--- config.mk ---
export PLATFORM = sky130hd
export DESIGN_NAME = mem_request_unit_flat
export DESIGN_NICKNAME = d
export VERILOG_FILES = /design/src/rtl/mem_request_unit_if.sv /design/src/rtl/mem_request_unit.sv /design/src/flat_wrapper.sv
export SDC_FILE = /design/constraint.sdc
export NUM_CORES = 1
export LEC_CHECK = 0
export ABC_AREA = 0
export BUFFER_PORTS_ARGS = -buffer_cell sky130_fd_sc_hd__buf_2
export CAP_MARGIN = 25
export CORE_UTILIZATION = 39
export CTS_BUF_LIST = sky130_fd_sc_hd__clkbuf_16
export DETAILED_ROUTE_END_ITERATION = 7
export PLACE_DENSITY = 0.73
export RECOVER_POWER = 25
export SYNTH_ARGS = -nofsm -noshare
export SYNTH_HDL_FRONTEND = slang
export SYNTH_SLANG_ARGS = --single-unit
export TNS_END_PERCENT = 10
--- constraint.sdc ---
create_clock -name clk -period 3.14 [get_ports clk]
set_input_delay 0.314 -clock clk [delete_from_list [all_inputs] [get_ports clk]]
set_output_delay 0.314 -clock clk [all_outputs]
set_load 0.05 [all_outputs]
--- src/rtl/mem_request_unit_if.sv ---
// Request/response channel between a pipeline stage and mem_request_unit.
// master = requesting stage, slave = the memory request unit.
interface mem_request_unit_if;
  logic        req_valid;
  logic        req_ready;
  logic        req_write;
  logic [1:0]  req_size;
  logic        req_signed;
  logic [31:0] req_addr;
  logic [31:0] req_wdata;
  logic        resp_valid;
  logic        resp_ready;
  logic [31:0] resp_rdata;
  logic        resp_error;

  modport master (
    output req_valid, req_write, req_size, req_signed,
    output req_addr, req_wdata, resp_ready,
    input  req_ready, resp_valid, resp_rdata, resp_error
  );

  modport slave (
    input  req_valid, req_write, req_size, req_signed,
    input  req_addr, req_wdata, resp_ready,
    output req_ready, resp_valid, resp_rdata, resp_error
  );
endinterface

--- src/rtl/mem_request_unit.sv ---
// Single-outstanding load/store sequencer for the big-endian main memory.
// Drives the memory's rise-sample / fall-complete protocol.
module mem_request_unit #(
  parameter logic [31:0] OFFSET       = 32'h8002_0000,
  parameter int unsigned MEMORY_DEPTH = 1048576
) (
  input  logic                clk,
  input  logic                reset,
  mem_request_unit_if.slave   req_if,
  output logic [31:0]         mem_address,
  output logic [31:0]         mem_data_in,
  output logic [1:0]          mem_access_size,
  output logic                mem_write_enable,
  input  logic [31:0]         mem_data_out
);

  typedef enum logic [1:0] {
    IDLE,
    ISSUE,
    CAPTURE,
    RESP
  } state_t;

  localparam logic [32:0] LAST =
    {1'b0, OFFSET} + 33'(MEMORY_DEPTH) - 33'd1;

  state_t      state_q;
  state_t      state_d;
  logic        wr_q;
  logic [1:0]  size_q;
  logic        sgn_q;
  logic [2:0]  nbytes;
  logic [32:0] end_addr;
  logic        bad_size;
  logic        misal;
  logic        oor;
  logic        legal;
  logic [31:0] load_fmt;

  assign req_if.req_ready  = (state_q == IDLE);
  assign req_if.resp_valid = (state_q == RESP);

  // Access width and legality of the request currently offered.
  always_comb begin
    nbytes = 3'd0;
    unique case (1'b1)
      (req_if.req_size == 2'b01): nbytes = 3'd1;
      (req_if.req_size == 2'b10): nbytes = 3'd2;
      (req_if.req_size == 2'b11): nbytes = 3'd4;
      default:                    nbytes = 3'd0;
    endcase
    end_addr = {1'b0, req_if.req_addr} + 33'(nbytes) - 33'd1;
    bad_size = (req_if.req_size == 2'b00);
    misal    = ((req_if.req_size == 2'b11) &&
                (req_if.req_addr[1:0] != 2'b00)) ||
               ((req_if.req_size == 2'b10) &&
                req_if.req_addr[0]);
    oor      = (req_if.req_addr < OFFSET) ||
               (end_addr > LAST);
    legal    = !(bad_size || misal || oor);
  end

  // Load result extension; word loads and unsigned loads pass through.
  always_comb begin
    load_fmt = mem_data_out;
    unique case (1'b1)
      (sgn_q && size_q == 2'b01):
        load_fmt = {{24{mem_data_out[7]}}, mem_data_out[7:0]};
      (sgn_q && size_q == 2'b10):
        load_fmt = {{16{mem_data_out[15]}}, mem_data_out[15:0]};
      default:
        load_fmt = mem_data_out;
    endcase
  end

  // State register.
  always_ff @(posedge clk or posedge reset) begin
    if (reset) state_q <= IDLE;
    else       state_q <= state_d;
  end

  // Next state: illegal requests bypass the memory entirely.
  always_comb begin
    state_d = state_q;
    unique case (state_q)
      IDLE:    if (req_if.req_valid)
                 state_d = legal ? ISSUE : RESP;
      ISSUE:   state_d = CAPTURE;
      CAPTURE: state_d = RESP;
      RESP:    if (req_if.resp_ready)
                 state_d = IDLE;
    endcase
  end

  // Registered memory drive and response data.
  always_ff @(posedge clk or posedge reset) begin
    if (reset) begin
      wr_q              <= 1'b0;
      size_q            <= 2'b00;
      sgn_q             <= 1'b0;
      mem_address       <= '0;
      mem_data_in       <= '0;
      mem_access_size   <= 2'b00;
      mem_write_enable  <= 1'b0;
      req_if.resp_rdata <= '0;
      req_if.resp_error <= 1'b0;
    end else begin
      case (state_q)
        IDLE: begin
          if (req_if.req_valid) begin
            wr_q              <= req_if.req_write;
            size_q            <= req_if.req_size;
            sgn_q             <= req_if.req_signed;
            req_if.resp_rdata <= '0;
            req_if.resp_error <= !legal;
            if (legal) begin
              mem_address      <= req_if.req_addr;
              mem_data_in      <= req_if.req_wdata;
              mem_access_size  <= req_if.req_size;
              mem_write_enable <= req_if.req_write;
            end
          end
        end
        CAPTURE: begin
          mem_address       <= '0;
          mem_data_in       <= '0;
          mem_access_size   <= 2'b00;
          mem_write_enable  <= 1'b0;
          req_if.resp_rdata <= wr_q ? 32'd0 : load_fmt;
        end
        RESP: begin
          if (req_if.resp_ready) begin
            req_if.resp_rdata <= '0;
            req_if.resp_error <= 1'b0;
          end
        end
        default: ;
      endcase
    end
  end

endmodule

--- src/flat_wrapper.sv ---
// flat-port wrapper written by rule: the top's interface ports become plain ports
module mem_request_unit_flat 
#(
  parameter logic [31:0] OFFSET       = 32'h8002_0000,
  parameter int unsigned MEMORY_DEPTH = 1048576
)
  (clk, reset, mem_address, mem_data_in, mem_access_size, mem_write_enable, mem_data_out, req_if_req_valid, req_if_req_write, req_if_req_size, req_if_req_signed, req_if_req_addr, req_if_req_wdata, req_if_resp_ready, req_if_req_ready, req_if_resp_valid, req_if_resp_rdata, req_if_resp_error);
  mem_request_unit_if req_if_i ();
  input  logic clk;
  input  logic reset;
  output logic [31:0] mem_address;
  output logic [31:0] mem_data_in;
  output logic [1:0] mem_access_size;
  output logic mem_write_enable;
  input  logic [31:0] mem_data_out;
  input wire logic [$bits(req_if_i.req_valid)-1:0] req_if_req_valid;
  input wire logic [$bits(req_if_i.req_write)-1:0] req_if_req_write;
  input wire logic [$bits(req_if_i.req_size)-1:0] req_if_req_size;
  input wire logic [$bits(req_if_i.req_signed)-1:0] req_if_req_signed;
  input wire logic [$bits(req_if_i.req_addr)-1:0] req_if_req_addr;
  input wire logic [$bits(req_if_i.req_wdata)-1:0] req_if_req_wdata;
  input wire logic [$bits(req_if_i.resp_ready)-1:0] req_if_resp_ready;
  output wire logic [$bits(req_if_i.req_ready)-1:0] req_if_req_ready;
  output wire logic [$bits(req_if_i.resp_valid)-1:0] req_if_resp_valid;
  output wire logic [$bits(req_if_i.resp_rdata)-1:0] req_if_resp_rdata;
  output wire logic [$bits(req_if_i.resp_error)-1:0] req_if_resp_error;
  assign req_if_i.req_valid = req_if_req_valid;
  assign req_if_i.req_write = req_if_req_write;
  assign req_if_i.req_size = req_if_req_size;
  assign req_if_i.req_signed = req_if_req_signed;
  assign req_if_i.req_addr = req_if_req_addr;
  assign req_if_i.req_wdata = req_if_req_wdata;
  assign req_if_i.resp_ready = req_if_resp_ready;
  assign req_if_req_ready = req_if_i.req_ready;
  assign req_if_resp_valid = req_if_i.resp_valid;
  assign req_if_resp_rdata = req_if_i.resp_rdata;
  assign req_if_resp_error = req_if_i.resp_error;
  mem_request_unit #(.OFFSET(OFFSET), .MEMORY_DEPTH(MEMORY_DEPTH)) u_core (.clk(clk), .reset(reset), .req_if(req_if_i), .mem_address(mem_address), .mem_data_in(mem_data_in), .mem_access_size(mem_access_size), .mem_write_enable(mem_write_enable), .mem_data_out(mem_data_out));
endmodule
# [Yosys cells after proc, flatten, opt, wreduce, memory -nomap -nowiden]
# Cells that the tools add are included.
[word_totals] elab_cells=69 out_inout_bits=102 ff_bits=106 inputBits=104
[op_classes] n_eq_ne=11 muxes=25 n_addsub=2 reduce_logical=19 n_lt_le_gt_ge=2
[ops] cell="2-to-1 mux 32 bit" n=7
[ops] cell="one-hot mux 32 bit (2 select lines)" n=3
[ops] cell="one-hot mux 32 bit (3 select lines)" n=1
[ops] cell="adder 32 x 3 -> 33 bit" n=1
[ops] cell="greater-than comparator 33 x 32 -> 1 bit (second input constant)" n=1
[ops] cell="subtractor 33 x 1 -> 33 bit (second input constant)" n=1
[ops] cell="less-than comparator 32 bit (second input constant)" n=1
[ops] cell="equality test 2 bit (second input constant)" n=5
[ops] cell="2-to-1 mux 2 bit" n=5
[ops] cell="one-hot mux 3 bit (3 select lines)" n=1
[ops] cell="AND reduction 3 bit" n=3
[ops] cell="one-hot mux 2 bit (4 select lines)" n=1
[ops] cell="equality test 2 x 1 -> 1 bit (second input constant)" n=3
[ops] cell="!= test 2 bit (second input constant)" n=3
[ops] cell="nonzero test 2 bit" n=3
[ops] cell="logical AND 1 bit" n=4
[ops] cell="logical NOT 2 bit" n=2
[ops] cell="logical OR 1 bit" n=4
[ops] cell="2-to-1 mux 1 bit" n=4
[ops] cell="one-hot mux 1 bit (2 select lines)" n=2
[ops] cell="one-hot mux 2 bit (2 select lines)" n=1
[ops] cell="AND reduction 2 bit" n=2
[ops] cell="nonzero test 3 bit" n=1

# [Depth between registers and ports, before layout]
[depth] word_depth=10 mapped_depth=18 depth_no_buf=16

# [Worst setup path after synthesis]
# Ideal clock, no wire load.
[synth_timing] kind="input port to flip-flop" from="input req_if_req_size[0]" to="register u_core.mem_address[10]" t_arrival_ns=3.240 n_path_buf=2 setup_ns=0.121 slack_ns=-0.221 t_required_ns=3.019 path_stages=18 cell_sequence="nand2b_1 ha_1 inv_1 ha_1 inv_1 fa_1 nor2b_1 o31ai_1 a21oi_1 o31ai_1 nand2b_1 xnor2_1 o31ai_1 a41oi_2 o22a_4 buf_6 buf_6 a22o_1"
[synth_via] elab_chain_cells=9
[synth_rtl] element="from (decl)" line_no="flat_wrapper.sv:18" source="input wire logic [$bits(req_if_i.req_size)-1:0] req_if_req_size;"
[synth_rtl] element="equality test 2 bit (tied with other cells)" line_no="mem_request_unit.sv:49, mem_request_unit.sv:54"
[synth_rtl] element="one-hot mux 3 bit (3 select lines)" line_no="mem_request_unit.sv:46" source="unique case (1'b1)"
[synth_rtl] element="adder 32 x 3 -> 33 bit" line_no="mem_request_unit.sv:52" source="end_addr = {1'b0, req_if.req_addr} + 33'(nbytes) - 33'd1;"
[synth_rtl] element="subtractor 33 x 1 -> 33 bit" line_no="mem_request_unit.sv:52"
[synth_rtl] element="greater-than comparator 33 x 32 -> 1 bit" line_no="mem_request_unit.sv:59" source="(end_addr > LAST);"
[synth_rtl] element="logical OR 1 bit" line_no="mem_request_unit.sv:58" source="oor = (req_if.req_addr < OFFSET) ||"
[synth_rtl] element="logical OR 1 bit (*)" line_no="mem_request_unit.sv:60" source="legal = !(bad_size || misal || oor);"
[synth_rtl] element="!= test 2 bit (no line) (*)"
[synth_rtl] element="AND reduction 3 bit (no line) (*)"
[synth_rtl] element="to (signal assigned)" line_no="mem_request_unit.sv:117" source="mem_address <= req_if.req_addr;"
[synth_rtl] element="to (decl)" line_no="mem_request_unit.sv:10" source="output logic [31:0] mem_address,"
# Mark *: on every way between the ends. The rest lies on a longest branch, timed or not.
# A chain may end at the register's enable or synchronous reset.

# [Worst setup path after layout]
[layout_timing] from="input req_if_req_size[1]" to="register u_core.mem_address[0]"
# The elaborated chain is that of the path after synthesis.

==> results.cfg <==
[status]
outcome = finished, violations left
violations = capacitance limit, slew limit, setup timing

[synth]
ys_seq_area_share_pct = 42.5
ys_ff_latch = 106
syn-num-nets = 807
synth_edf_count = 0
ys_warn_count = 0
synth_cell_type_count = 62
synth_area_um2 = 6250
async_flop_share_pct = 100
synth_cells = 654
ys.flop_type = dfrtp_1
syn_avg_cell_area_um2 = 9.55

[timing]
fin_ws_ps = -48.3
rsz0062_at_grt = true
tns_ps = -437
maxSlewViolCount = 47
relSlewSlack_pct = -30.6
fin_crit_ps = 3190
hold_viol_final = 0
worst_pin_slew_ps = 1950
fin_skew_ps = 7.77
finalCritPeriodShare_pct = 102
setup_viol = 40
fmax_ghz = 0.314

[critical_path]
path_cells = buf_4 -> nand2_2 -> ha_4 -> inv_1 -> ha_1 -> a211oi_1 -> o21ai_1 -> a21oi_2 -> a211oi_2 -> a211oi_2 -> o21ai_1 -> mux2i_1 -> or2_4 -> or2_4 -> clkbuf_16 -> o31ai_4
critPathMaxFanout = 6
worst_path_largest_cell_delay_ps = 310
slowest_stage = a211oi_2
arrival_ps = 3460
cp-start-kind = primary input
crit_family = compound AO/OA/AOI/OAI gates
path_buf_inv = 3
r2r_slack_ps = 890
required_ps = 3420
end_kind = register
path_class = primary input to register

[global_route]
track_usage_pct = 21.2
grt_max_degree = 62
grt_overflow_total = 0
grt_pass1_vias = 5588
antenna_found_initial = 1
grt_pass1_wl_um = 27900

[cells_and_area]
filler_cell_count = 1409
stdcell_area_um2 = 8500
seq_area_um2 = 2650
layout_common_cells = buf_2 (204), dfrtp_1 (106), buf_4 (64)
nets = 1064
final_layout_size_suffix_gt1_share_pct = 37.4
diodes = 0
layout_commonest_cell = buf_2
syn_to_final_growth_pct = 36.0
multi_input_area_um2 = 3430
final_util_pct = 55.1

[pwr]
ir_worst_vdd_v = 0.000333
power.density_nw_per_um2 = 674
leakagePower_nw = 4.47
finalPower_w = 0.00572

[routing]
viasPerCell = 5.25
drt_wl_total_um = 17200
wire_per_inst_um = 15.3
drt_iter0_drc = 422
drt_pre_antenna_iters = 5
vias = 5913
drc = 0
ant_nets = 0

[cts]
cts_buffers = 9
clk_pin_slew_ps = 80
ctsLongestPathBuffers = 2
cts.sinks = 106
htree_levels = 3
cts_tree = yes
root_buffer = clkbuf_16
postCtsHoldBufs = 0
clk_latency_ps = 360

[worst_hold_path]
min_path_type = primary input to register

[floorplan]
fp.coreArea_um2 = 15400
ioPinCount = 206
die_w_um = 129
die_y_um = 129
start_util_pct = 40.5
placementRows = 45
dieArea_um2 = 16500

[placed_design]
placed_area_um2 = 8020
pre_cts_ws_ps = -500
place_hpwl_um = 12900
io_buffers = 205
gp_congestion = 0.899

[run]
cap_violations = 1
## layout make-up
type                    count  share of cell area [%]
repair buffers            277                    19.6
clock buffers               9                    2.65
multi-input cells         463                    40.4
clock inverters             7                   0.618
inverters                  54                    2.40
well taps                 211                    3.11
flip-flops and latches    106                    31.2
## synthesized netlist by cell type (3+ instances only)
master	count	area (um2)
o211ai_1	3	22.5
a22o_1	56	490
buf_2	8	40.0
ha_1	48	601
nor4_1	3	18.8
nand3_1	5	25.0
a21oi_1	43	215
nand2_1	61	229
o21a_1	5	37.5
buf_4	4	30.0
o2111ai_1	3	26.3
dfrtp_1	106	2650
nor2b_1	9	56.3
xnor2_1	6	52.6
nor3_1	9	45.0
o31ai_1	11	82.6
o21ai_0	47	235
inv_1	54	203
a21o_1	7	52.6
buf_6	3	33.8
nand2b_1	10	62.6
mux2_2	6	67.6
a211oi_1	8	60.1
o22ai_1	3	18.8
and3_1	3	18.8
clkbuf_1	16	60.1
o221ai_1	20	175
o21ai_1	15	75.1
nand4_1	5	31.3
nor2_1	33	124
## sequential cells by signal, indices dropped and copies added, names as in the netlist
register                  cells
u_core.size_q                 2
u_core.req_if.resp_rdata     32
u_core.wr_q                   1
u_core.mem_write_enable       1
u_core.sgn_q                  1
u_core.mem_address           32
u_core.req_if.resp_error      1
u_core.mem_data_in           32
u_core.state_q                2
u_core.mem_access_size        2
## path summary, 6_finish.rpt
check / startpoint / depth (start not counted) / to
max: req_if_req_size[1] / 16 / u_core.mem_address[0]
min in group asynchronous: reset / 2 / u_core.mem_data_in[20]
min reg2reg: u_core.req_if.resp_rdata[25] / 2 / u_core.req_if.resp_rdata[25]
min: req_if_req_wdata[16] / 2 / u_core.mem_data_in[16]
max in group asynchronous: reset / 3 / u_core.mem_address[7]
max reg2reg: u_core.state_q[0] / 7 / u_core.mem_address[0]
## timing repair
action                                  in CTS  in global routing
endpoints found under the setup margin      69                 69
setup buffers                                1                  1
gates resized for setup                     14                 21
hold endpoints to repair                     0                  0
gates cloned                                 0                  2
pin swaps                                    9                 18
## routing by layer
metal | wire length (um) | global-route usage [%] | vias up
li1 | - | - | 2910
met1 | 8060 | 29.9 | 2767
met2 | 7820 | 32.5 | 206
met3 | 1000 | 4.53 | 30
met4 | 362 | 6.85 | 0
met5 | 0 | 0 | -
## through the flow
stage	std cells	hold slack (ps)
finish	1127	169
global route	1127	159
CTS	1124	35.8
detailed placement	1107	426
global placement	1107	419
floorplan	654	441
## report_power, final
group          total (W)  leakage [nW]  switching (W)  internal (W)
logic            0.00285          2.87        0.00201      0.000842
registers        0.00179          1.45       0.000153       0.00163
clock network    0.00109         0.142       0.000544      0.000547
total            0.00572          4.47        0.00270       0.00302
## worst register-to-register path, stage by stage, from the launching register on
cell and delay [ps]:
dfrtp_1 390, inv_1 100, ha_1 380, nand2_1 270, or2_4 350, or2_4 310, clkbuf_16 170, o31ai_4 190
## kinds of logic (layout without fill, tap and decap cells)
logic type	Yosys count	after routing	synth area share [%]
AOI/OAI and AO/OA	246	246	27.6
xor gates and xnor gates	7	7	0.981
adders and majority gates	49	49	9.93
buffers and inverters	85	347	5.87
DFF	106	106	42.5
muxes	8	8	1.40
and+or+nand+nor	153	153	11.7
Power figures use the tool's default switching activity.
